## src/rtl/ext_arbiter.sv

```systemverilog
// Shared 16->32 immediate extender arbitrated between decode (req0) and load unit (req1).
// Define EXT_LUI_EN to enable the upper-load mode (mode 10 -> {a,16'h0000}).
module ext_arbiter #(
  parameter bit FAIR = 1'b1
) (
  input  logic        clk,
  input  logic        rst,
  input  logic        req0_valid,
  output logic        req0_ready,
  input  logic [15:0] req0_a,
  input  logic [1:0]  req0_mode,
  input  logic        req1_valid,
  output logic        req1_ready,
  input  logic [15:0] req1_a,
  input  logic [1:0]  req1_mode,
  output logic        out_valid,
  input  logic        out_ready,
  output logic [31:0] out_b,
  output logic        out_id,
  output logic [15:0] stall_cnt
);

  // state   | meaning
  // S_EMPTY | output register holds no result; out_b/out_id keep their last value
  // S_FULL  | result presented on out_b/out_id, waiting for out_ready
  typedef enum logic {
    S_EMPTY = 1'b0,
    S_FULL  = 1'b1
  } slot_state_t;

  slot_state_t state, state_nxt;

  logic        slot_free;
  logic        any_valid;
  logic        gnt_vld;
  logic        gnt_idx;
  logic        rr_last;
  logic [15:0] sel_a;
  logic [1:0]  sel_mode;
  logic [31:0] ext_b;

  assign out_valid = (state == S_FULL);
  assign slot_free = !out_valid || out_ready;
  assign any_valid = req0_valid || req1_valid;

  // rr_last is the index granted most recently; a tie goes to the other one
  always_comb begin
    gnt_idx = 1'b0;
    if (req0_valid && req1_valid) begin
      if (FAIR) begin
        gnt_idx = ~rr_last;
      end else begin
        gnt_idx = 1'b0;
      end
    end else if (req1_valid) begin
      gnt_idx = 1'b1;
    end
  end

  assign gnt_vld    = !rst && slot_free && any_valid;
  assign req0_ready = gnt_vld && !gnt_idx;
  assign req1_ready = gnt_vld && gnt_idx;

  always_comb begin
    state_nxt = state;
    case (state)
      S_EMPTY: if (gnt_vld) state_nxt = S_FULL;
      S_FULL:  if (out_ready && !gnt_vld) state_nxt = S_EMPTY;
      default: state_nxt = S_EMPTY;
    endcase
  end

  always_comb begin
    sel_a    = gnt_idx ? req1_a : req0_a;
    sel_mode = gnt_idx ? req1_mode : req0_mode;
  end

  // reserved mode 11 (and 10 without upper-load) falls back to zero-extend
  always_comb begin
    ext_b = {16'h0000, sel_a};
    case (sel_mode)
      2'b01:   ext_b = {{16{sel_a[15]}}, sel_a};
`ifdef EXT_LUI_EN
      2'b10:   ext_b = {sel_a, 16'h0000};
`endif
      default: ext_b = {16'h0000, sel_a};
    endcase
  end

  always_ff @(posedge clk or posedge rst) begin
    if (rst) begin
      state   <= S_EMPTY;
      out_b   <= 32'h0000_0000;
      out_id  <= 1'b0;
      rr_last <= 1'b1;
    end else begin
      state <= state_nxt;
      if (gnt_vld) begin
        out_b   <= ext_b;
        out_id  <= gnt_idx;
        rr_last <= gnt_idx;
      end
    end
  end

  always_ff @(posedge clk or posedge rst) begin
    if (rst) begin
      stall_cnt <= 16'h0000;
    end else if (out_valid && !out_ready && (stall_cnt != 16'hFFFF)) begin
      stall_cnt <= stall_cnt + 16'h0001;
    end
  end

endmodule
```

## config.mk

```make
export PLATFORM = sky130hd
export DESIGN_NAME = ext_arbiter
export DESIGN_NICKNAME = d
export VERILOG_FILES = /design/src/rtl/ext_arbiter.sv
export SDC_FILE = /design/constraint.sdc
export NUM_CORES = 1
export LEC_CHECK = 0
export ABC_AREA = 1
export CAP_MARGIN = 20
export CORE_AREA = 2 2 78 80
export DETAILED_ROUTE_END_ITERATION = 7
export DIE_AREA = 0 0 80 82
export GPL_TIMING_DRIVEN = 0
export PLACE_DENSITY = 0.75
export SLEW_MARGIN = 20
export SYNTH_ARGS = -nofsm -noshare
export SYNTH_HDL_FRONTEND = slang
export SYNTH_SLANG_ARGS = --single-unit
export TNS_END_PERCENT = 5
```

## constraint.sdc

```tcl
create_clock -name clk -period 2.5 [get_ports clk]
set_input_delay 0.5 -clock clk [delete_from_list [all_inputs] [get_ports clk]]
set_output_delay 0.5 -clock clk [all_outputs]
set_load 0.01 [all_outputs]
```

---- After elaboration in Yosys (flattened, before gate mapping) ----
Cells that the tools add are included.
word-level totals
  register bits after elaboration ......... 51
  logic and storage cells ................. 33
  bits of input ports ..................... 41
  output and inout port bits .............. 52
operators by class
  eq/ne operators ......................... 2
  add/subtract/negate cells ............... 1
  bitwise operators ....................... 2
  reductions and logical operators ........ 15
  mux-type cells .......................... 8
operator list
  operator               count
  $mux 32                1
  $add 16x1->16 const B  1
  $mux 16                1
  $ne 16x16->1 const B   1
  $logic_and 1x1->1      8
  $logic_not 1->1        5
  $mux 1                 4
  $eq 2x1->1 const B     1
  $logic_or 1x1->1       2
  $mux 2                 1
  $not 1->1              2
  $pmux 1 s2             1

---- Depth between registers and ports, before layout ----
Gate-level depths: netlist of the first run.
  depth in word-level cells ............... 8
  depth in mapped cells ................... 9
  depth with buffers taken out ............ 8

---- Least setup slack after synthesis of the first run ----
Ideal clock, no wire load.
  path kind ............................... in2out
  start ................................... in rst
  end ..................................... out req1_ready
  cell stages on the path ................. 6
  required time ........................... 2000 ps
  data arrival time ....................... 2098 ps
  setup slack ............................. -98 ps
  buffers on the path ..................... 1
  cells stage by stage .................... clkinv_1 > o21ai_1 > nor2_2 > inv_2 > nor2_4 > buf_4
on the way
  word-level cells in the longest chain between the ends .. 4
ends and longest elaborated chain
  item                              line  source
  start: declaration                7     input logic rst,
  $logic_not 1->1 (no source line)  -
  $logic_and 1x1->1 (2 in series)   60    assign gnt_vld = !rst && slot_free && any_valid;
  $logic_and 1x1->1                 62    assign req1_ready = gnt_vld && gnt_idx;
  end: declaration                  13    output logic req1_ready,
No other way between the ends.

---- Worst setup path after layout of the first run ----
  start ................................... in req1_valid
  end ..................................... out req0_ready
on the way
  word-level cells in the longest chain between the ends .. 4
  elaborated cells on any way between the ends .. 7
  those cells by class .................... mux: 2; reduce/logical: 5
ends and longest elaborated chain
  item                                         line    source
  start: declaration                           12      input logic req1_valid,
  $mux 1 or $logic_and 1x1->1 (tied branches)  55, 49
  $mux 1                                       49      if (req0_valid && req1_valid) begin
  $logic_not 1->1                              61      assign req0_ready = gnt_vld && !gnt_idx;
  $logic_and 1x1->1 (*)                        61
  end: declaration                             9       output logic req0_ready,
Mark *: on every way between the ends. The rest lies on a longest branch, timed or not.

==> metrics.txt, run 1 <==
# TYPE chip_impl_metric gauge
chip_impl_info{name="status",value="finished clean"} 1
chip_impl_metric{name="maxSlewViolCount",unit=""} 0
chip_impl_metric{name="hold_viol_final",unit=""} 0
chip_impl_info{name="timing.setup.critical_path_class",value="in2out"} 1
chip_impl_metric{name="die-width",unit="µm"} 80
chip_impl_metric{name="top_level_ports",unit=""} 93
chip_impl_metric{name="placementRows",unit=""} 28
chip_impl_metric{name="antenna_left",unit=""} 0
chip_impl_metric{name="synthDominantCellAreaShare",unit="%"} 41.7
chip_impl_metric{name="synth_seq_cells",unit=""} 36
chip_impl_metric{name="synth_cells",unit=""} 268
chip_impl_metric{name="rr_worst_depth",unit=""} 9
chip_impl_metric{name="ys_seq_area_share",unit="%"} 43.0
chip_impl_info{name="timing.critical_path.from_type",value="primary input"} 1
chip_impl_metric{name="post-route-period-util",unit="%"} 95.6
chip_impl_metric{name="synthesis.nets",unit=""} 310
chip_impl_metric{name="die_height",unit="µm"} 82
chip_impl_metric{name="postCtsHoldBufs",unit=""} 0
chip_impl_metric{name="layout_cell_share_with_drive_strength_beyond_1",unit="%"} 16.2
chip_impl_metric{name="h-tree-depth",unit=""} 2
chip_impl_metric{name="wl_met1",unit="mm"} 2.35
chip_impl_metric{name="critPathMaxStageDelay",unit="ns"} 0.49
chip_impl_metric{name="synthesis.area",unit="µm²"} 2100
chip_impl_metric{name="r2r_slack",unit="ns"} 0.80
chip_impl_metric{name="clock_sink_count",unit=""} 36
chip_impl_metric{name="first_iter_violations",unit=""} 87
chip_impl_metric{name="clk_pin_slew",unit="ns"} 0.07
chip_impl_metric{name="wp_buf_inv",unit=""} 4
chip_impl_metric{name="min_period",unit="ns"} 2.39
chip_impl_metric{name="vias_in_the_first_global_route",unit=""} 1980
chip_impl_metric{name="power_per_cell_area",unit="nW/µm²"} 659
chip_impl_metric{name="grt_first_pass_wirelength",unit="mm"} 9.00
chip_impl_metric{name="critical_path_required",unit="ns"} 2.00
chip_impl_info{name="cts_tree",value="built"} 1
chip_impl_metric{name="synth_cell_type_count",unit=""} 23
chip_impl_metric{name="number_of_buffers_added_by_the_clock_tree_synthesis_step",unit=""} 5
chip_impl_metric{name="layout.nets",unit=""} 413
chip_impl_metric{name="p_total",unit="mW"} 2.14
chip_impl_metric{name="worst_pin_slew",unit="ns"} 0.452
chip_impl_metric{name="initial_core_util",unit="%"} 36.5
chip_impl_metric{name="synth.yosys.warnings",unit=""} 0
chip_impl_metric{name="max_clock_freq",unit="GHz"} 0.418
chip_impl_metric{name="arrival",unit="ns"} 1.89
chip_impl_metric{name="place.detailed.hpwl",unit="mm"} 4.02
chip_impl_info{name="cts.root.buffer_cell",value="sky130_fd_sc_hd__clkbuf_8"} 1
chip_impl_metric{name="p_leak",unit="nW"} 1.44
chip_impl_metric{name="drc_errors_left",unit=""} 0
chip_impl_metric{name="detailedRoute.firstPassIterationCount",unit=""} 4
chip_impl_info{name="highest_layer",value="met4"} 1
chip_impl_metric{name="footprint_of_the_multi_input_gates",unit="µm²"} 976
chip_impl_metric{name="core-area",unit="µm²"} 5750
chip_impl_metric{name="crit_path_max_fanout",unit=""} 10
chip_impl_info{name="synth_area_leaders",value="sky130_fd_sc_hd__dfrtp_1 42%, sky130_fd_sc_hd__nand2_1 18%, sky130_fd_sc_hd__nand3_1 7.2%"} 1
chip_impl_metric{name="sum_of_overflow_across_all_layers_after_global_routing",unit=""} 0
chip_impl_metric{name="num-fill-cells",unit=""} 555
chip_impl_info{name="crit_path_end_kind",value="output port"} 1
chip_impl_metric{name="post_synth.cell_area_avg",unit="µm²"} 7.83
chip_impl_metric{name="synthToLayoutAreaGrowth",unit="%"} 54.4
chip_impl_metric{name="grt_max_degree",unit=""} 19
chip_impl_info{name="timing.critical_path.max_delay_family",value="buffers and inverters"} 1
chip_impl_metric{name="wl_met3",unit="µm"} 479
chip_impl_info{name="path_common_cell",value="sky130_fd_sc_hd__nor2_4"} 1
chip_impl_metric{name="drv.max_cap_violation_count",unit=""} 0
chip_impl_metric{name="buffer_ports.inserted",unit=""} 92
chip_impl_info{name="rsz0062_at_grt",value="no"} 1
chip_impl_info{name="worstPathCellList",value="clkdlybuf4s50_1 -> o21ai_1 -> nor2_4 -> inv_2 -> nor2_4 -> buf_4 -> clkdlybuf4s15_1"} 1
chip_impl_metric{name="clk_latency",unit="ns"} 0.28
chip_impl_metric{name="clock_tree.buffer_depth",unit=""} 2
chip_impl_metric{name="report.final.setup_viol",unit=""} 0
chip_impl_metric{name="register_area",unit="µm²"} 902
chip_impl_info{name="crit_slowest_cell",value="sky130_fd_sc_hd__clkdlybuf4s50_1"} 1
chip_impl_metric{name="totalWireLength",unit="mm"} 5.51
chip_impl_metric{name="antenna-diode-count",unit=""} 0
chip_impl_metric{name="average_vias_per_placed_instance",unit=""} 4.64
chip_impl_metric{name="path_depth",unit=""} 7
chip_impl_metric{name="tns",unit="ns"} 0
chip_impl_metric{name="vdd_ir_drop_max",unit="V"} 0.000383
chip_impl_metric{name="fin_worst_skew",unit="ns"} 0.00193
chip_impl_metric{name="die_area",unit="µm²"} 6560
chip_impl_metric{name="vias",unit=""} 2068
chip_impl_metric{name="globalplace.congestion",unit=""} 0.811
chip_impl_metric{name="met2WireLength",unit="mm"} 2.62
chip_impl_metric{name="grt_antenna_before_repair",unit=""} 0
chip_impl_metric{name="global_route.usage.total",unit="%"} 17.6
chip_impl_info{name="synth_top_cell_by_area",value="sky130_fd_sc_hd__dfrtp_1"} 1
chip_impl_metric{name="post_drt_wl_per_cell",unit="µm"} 12.3
chip_impl_info{name="hold_wc_path_type",value="in2async"} 1
chip_impl_metric{name="slew_headroom",unit="%"} 69.9
-- worst paths after layout --
path	end	start
min in group clk	rr_last	rr_last
max in group asynchronous	rr_last	rst
max reg2reg	stall_cnt[9]	stall_cnt[0]
max	req0_ready	req1_valid
min	stall_cnt[14]	rst
min reg2reg	rr_last	rr_last
-- registers in the layout, summed over array words and instances, names as in the netlist --
register / flops
out_id: 1
out_b: 17
out_valid: 1
rr_last: 1
stall_cnt: 16
-- where the power goes --
group	internal, mW	switching, mW	total, mW	leakage [nW]
clock	0.189	0.196	0.385	0.0410
combinational	0.504	0.391	0.896	0.940
sequential	0.711	0.144	0.855	0.458
total	1.40	0.731	2.14	1.44
-- cell families (layout without fill, tap and decap cells) --
kind of cell | count (synthesis) | in the layout | synth area share, %
and+or+nand+nor | 169 | 169 | 36.9
buffers and inverters | 39 | 142 | 10.9
DFF | 36 | 36 | 43.0
AOI/OAI and AO/OA | 15 | 15 | 5.37
xor gates and xnor gates | 8 | 8 | 3.34
adders and majority gates | 1 | 1 | 0.596
-- cells in the mapped netlist (all sizes together) --
cell type	n
o21ai	15
ha	1
nor2	21
inv	17
nand3	31
dfstp	1
nand4	6
dfrtp	35
nand2	111
xor2	8
buf	21
clkinv	1
-- layer usage --
layer / track usage, % / vias to the layer above
met5: 0 / -
met4: 4.58 / 0
met3: 4.40 / 8
met2: 31.2 / 84
met1: 21.3 / 934
li1: - / 1042
-- final cells by class --
class,count,area share [%]
well taps,75,2.90
clock inverters,1,0.154
plain buffers,21,4.94
multi-input cells,193,30.1
inverters,18,2.47
clock buffers,6,2.24
flip-flops and latches,36,27.8
repair inverters,1,0.270
repair buffers,95,29.1
-- what timing repair did --
item | 4_1_cts | 5_1_grt
endpoints found under the setup margin | 2 | 2
buffers inserted | 3 | 0
pin swaps | 2 | 0
gates cloned | 1 | 0
gates resized for setup | 5 | 4
-- per-stage QoR --
step | util, % | setup WS (ns) | std cells | hold slack [ns] | area (µm²)
2_1_floorplan | - | 0.437 | 268 | 0.404 | 2100
3_3_place_gp | 54.2 | -0.883 | 435 | 0.469 | 3110
3_5_place_dp | 54.2 | -0.880 | 435 | 0.477 | 3110
4_1_cts | 56.2 | 0.0254 | 446 | 0.406 | 3230
5_1_grt | 56.4 | 0.0173 | 446 | 0.405 | 3240
6_report | 56.4 | 0.110 | 446 | 0.399 | 3240
-- cells in the final DEF, fill, tap and decap left out --
cell / synthesis / routed
sky130_fd_sc_hd__buf_2: 2 / 2
sky130_fd_sc_hd__buf_4: 17 / 20
sky130_fd_sc_hd__buf_6: 2 / 2
sky130_fd_sc_hd__clkbuf_1: 0 / 1
sky130_fd_sc_hd__clkbuf_8: 0 / 5
sky130_fd_sc_hd__clkdlybuf4s15_1: 0 / 2
sky130_fd_sc_hd__clkdlybuf4s50_1: 0 / 89
sky130_fd_sc_hd__clkinv_2: 0 / 1
sky130_fd_sc_hd__clkinv_4: 0 / 1
sky130_fd_sc_hd__clkinv_8: 0 / 1
sky130_fd_sc_hd__dfrtp_1: 35 / 35
sky130_fd_sc_hd__dfstp_2: 1 / 1
sky130_fd_sc_hd__dlygate4sd2_1: 0 / 1
sky130_fd_sc_hd__ha_1: 1 / 1
sky130_fd_sc_hd__inv_1: 15 / 15
sky130_fd_sc_hd__inv_2: 2 / 2
sky130_fd_sc_hd__nand2_1: 103 / 102
sky130_fd_sc_hd__nand2_2: 6 / 7
sky130_fd_sc_hd__nand2_4: 2 / 2
sky130_fd_sc_hd__nand3_1: 30 / 30
sky130_fd_sc_hd__nand3_4: 1 / 1
sky130_fd_sc_hd__nand4_1: 6 / 6
sky130_fd_sc_hd__nor2_1: 14 / 14
sky130_fd_sc_hd__nor2_2: 2 / 1
sky130_fd_sc_hd__nor2_4: 5 / 6
sky130_fd_sc_hd__o21ai_0: 4 / 4
sky130_fd_sc_hd__o21ai_1: 3 / 3
sky130_fd_sc_hd__o21ai_2: 7 / 7
sky130_fd_sc_hd__o21ai_4: 1 / 1
sky130_fd_sc_hd__xor2_1: 8 / 8
Note: power is estimated with default switching activity, not from simulation.
==> run 2, diff against run 1 <==
--- a/config.mk
+++ b/config.mk
@@ -11,7 +11,7 @@
 export DETAILED_ROUTE_END_ITERATION = 7
 export DIE_AREA = 0 0 80 82
 export GPL_TIMING_DRIVEN = 0
-export PLACE_DENSITY = 0.75
+export PLACE_DENSITY = 0.74
 export SLEW_MARGIN = 20
 export SYNTH_ARGS = -nofsm -noshare
 export SYNTH_HDL_FRONTEND = slang
==> metrics.txt, run 2 (synthesized netlist as in run 1, its figures left out) <==
# TYPE chip_impl_metric gauge
chip_impl_info{name="status",value="finished clean"} 1
chip_impl_metric{name="postLayoutSetupSlackWorst",unit="ns"} 0.0879
chip_impl_metric{name="clk_pin_slew",unit="ns"} 0.07
chip_impl_metric{name="core-area",unit="µm²"} 5750
chip_impl_info{name="crit_path_start",value="out_ready"} 1
chip_impl_metric{name="rr_worst_depth",unit=""} 9
chip_impl_metric{name="wp_buf_inv",unit=""} 4
chip_impl_metric{name="critical_path_required",unit="ns"} 2.00
chip_impl_metric{name="worst_pin_slew",unit="ns"} 0.450
chip_impl_metric{name="p_total",unit="mW"} 2.20
chip_impl_metric{name="layout_cell_share_with_drive_strength_beyond_1",unit="%"} 17.2
chip_impl_info{name="final_cell_mix",value="103 x sky130_fd_sc_hd__nand2_1, 89 x sky130_fd_sc_hd__clkdlybuf4s50_1, 35 x sky130_fd_sc_hd__dfrtp_1"} 1
chip_impl_metric{name="num-fill-cells",unit=""} 543
chip_impl_metric{name="antenna-diode-count",unit=""} 0
chip_impl_info{name="hold_wc_path_type",value="in2async"} 1
chip_impl_metric{name="maxSlewViolCount",unit=""} 0
chip_impl_metric{name="die_height",unit="µm"} 82
chip_impl_metric{name="top_level_ports",unit=""} 93
chip_impl_metric{name="average_vias_per_placed_instance",unit=""} 4.70
chip_impl_metric{name="clk_latency",unit="ns"} 0.28
chip_impl_metric{name="totalWireLength",unit="mm"} 5.61
chip_impl_metric{name="path_depth",unit=""} 7
chip_impl_metric{name="post-route-cell-area",unit="µm²"} 3310
chip_impl_info{name="timing.setup.critical_path_class",value="in2out"} 1
chip_impl_metric{name="arrival",unit="ns"} 1.91
chip_impl_metric{name="min_period",unit="ns"} 2.41
chip_impl_metric{name="grt_antenna_before_repair",unit=""} 0
chip_impl_metric{name="p_leak",unit="nW"} 1.49
chip_impl_info{name="worstPathCellList",value="clkdlybuf4s50_1 -> nor2_4 -> nor2_4 -> inv_2 -> nor2_4 -> buf_4 -> dlygate4sd2_1"} 1
chip_impl_metric{name="vias",unit=""} 2125
chip_impl_metric{name="h-tree-depth",unit=""} 2
chip_impl_metric{name="numPlacedInstances",unit=""} 435
chip_impl_metric{name="synthToLayoutAreaGrowth",unit="%"} 57.8
chip_impl_metric{name="clock_tree.buffer_depth",unit=""} 2
chip_impl_info{name="timing.critical_path.max_delay_family",value="buffers and inverters"} 1
chip_impl_metric{name="drc_errors_left",unit=""} 0
chip_impl_metric{name="post_drt_wl_per_cell",unit="µm"} 12.4
chip_impl_metric{name="placementRows",unit=""} 28
chip_impl_metric{name="layout.nets",unit=""} 418
chip_impl_info{name="timing.critical_path.from_type",value="primary input"} 1
chip_impl_metric{name="number_of_buffers_added_by_the_clock_tree_synthesis_step",unit=""} 5
chip_impl_metric{name="buffer_ports.inserted",unit=""} 92
chip_impl_metric{name="hold_viol_final",unit=""} 0
chip_impl_info{name="regMostFlops",value="out_b"} 1
chip_impl_info{name="crit-reg2reg-launch",value="stall_cnt[0]"} 1
chip_impl_metric{name="crit_path_max_fanout",unit=""} 10
chip_impl_metric{name="preCtsSetupSlack",unit="ns"} -0.880
chip_impl_info{name="layout.cells.most_common",value="sky130_fd_sc_hd__nand2_1"} 1
chip_impl_metric{name="detailedRoute.firstPassIterationCount",unit=""} 4
chip_impl_metric{name="critPathMaxStageDelay",unit="ns"} 0.52
chip_impl_metric{name="report.final.setup_viol",unit=""} 0
chip_impl_metric{name="placed_cell_area",unit="µm²"} 3110
chip_impl_metric{name="hold_ws",unit="ns"} 0.298
chip_impl_metric{name="place.detailed.hpwl",unit="mm"} 4.20
chip_impl_metric{name="grt_first_pass_wirelength",unit="mm"} 8.98
chip_impl_metric{name="power_per_cell_area",unit="nW/µm²"} 664
chip_impl_metric{name="r2r_slack",unit="ns"} 0.79
chip_impl_metric{name="die_area",unit="µm²"} 6560
chip_impl_metric{name="vias_in_the_first_global_route",unit=""} 1904
chip_impl_metric{name="postCtsHoldBufs",unit=""} 0
chip_impl_metric{name="post-route-period-util",unit="%"} 96.5
chip_impl_metric{name="clock_sink_count",unit=""} 36
chip_impl_info{name="path_common_cell",value="sky130_fd_sc_hd__nor2_4"} 1
chip_impl_metric{name="die-width",unit="µm"} 80
chip_impl_metric{name="vdd_ir_drop_max",unit="V"} 0.000400
chip_impl_metric{name="drv.max_cap_violation_count",unit=""} 0
chip_impl_metric{name="sum_of_overflow_across_all_layers_after_global_routing",unit=""} 0
chip_impl_metric{name="global_route.usage.total",unit="%"} 17.5
chip_impl_metric{name="grt_max_degree",unit=""} 20
chip_impl_metric{name="globalplace.congestion",unit=""} 0.791
chip_impl_metric{name="max_clock_freq",unit="GHz"} 0.415
chip_impl_metric{name="initial_core_util",unit="%"} 36.5
chip_impl_info{name="crit_path_end_kind",value="output port"} 1
chip_impl_info{name="crit_slowest_cell",value="sky130_fd_sc_hd__clkdlybuf4s50_1"} 1
chip_impl_metric{name="antenna_left",unit=""} 0
chip_impl_info{name="reg_top3",value="out_b (17), stall_cnt (16)"} 1
chip_impl_metric{name="slew_headroom",unit="%"} 70.0
chip_impl_metric{name="first_iter_violations",unit=""} 44
chip_impl_info{name="rsz0062_at_grt",value="yes"} 1
chip_impl_metric{name="fin_worst_skew",unit="ns"} 0.00788
chip_impl_metric{name="final-instance-count-excl-fill",unit=""} 452
chip_impl_info{name="cts_tree",value="built"} 1
chip_impl_metric{name="number_of_flip_flops_under_the_largest_register_name",unit=""} 17
chip_impl_info{name="cts.root.buffer_cell",value="sky130_fd_sc_hd__clkbuf_8"} 1
==> run 2: layout make-up <==
class,instances,area (µm²),share of cell area (%)
multi-input combinational,193,973,29.4
clock buffer,7,86.3,2.61
timing repair buffer,100,982,29.7
timing repair inverter,1,8.76,0.264
buffer,21,164,4.95
sequential,36,902,27.2
inverter,18,93.8,2.83
clock inverter,1,7.51,0.227
tap,75,93.8,2.83
==> run 2: final timing paths <==
path	end
min	stall_cnt[1]
max	req0_ready
min reg2reg	out_b[15]
max reg2reg	stall_cnt[8]
min in group clk	out_b[15]
max in group asynchronous	rr_last
==> run 2: where the power goes <==
group	internal, mW	switching [mW]
registers	0.710	0.146
clock network	0.224	0.208
logic	0.514	0.396
==> run 2: repair_timing <==
action / 4_1_cts / 5_1_grt
endpoints found under the setup margin: 2 / 2
pin swaps: 2 / 0
resized for setup: 6 / 3
buffers inserted: 2 / 6
cloned: 1 / 0
==> run 2: per-stage QoR <==
step,util [%],TNS [ns]
finish,57.6,0
global route,57.6,-0.0259
CTS,56.6,-0.205
detailed placement,54.2,-4.15
global placement,54.2,-4.05
floorplan,-,0
==> run 2: metal layers <==
metal,vias up,wire [µm],global-route usage (%)
li1,1053,-,-
met3,7,428,4.51
met5,-,0,0
met4,0,87,4.75
met1,978,2500,21.8
met2,87,2600,30.0
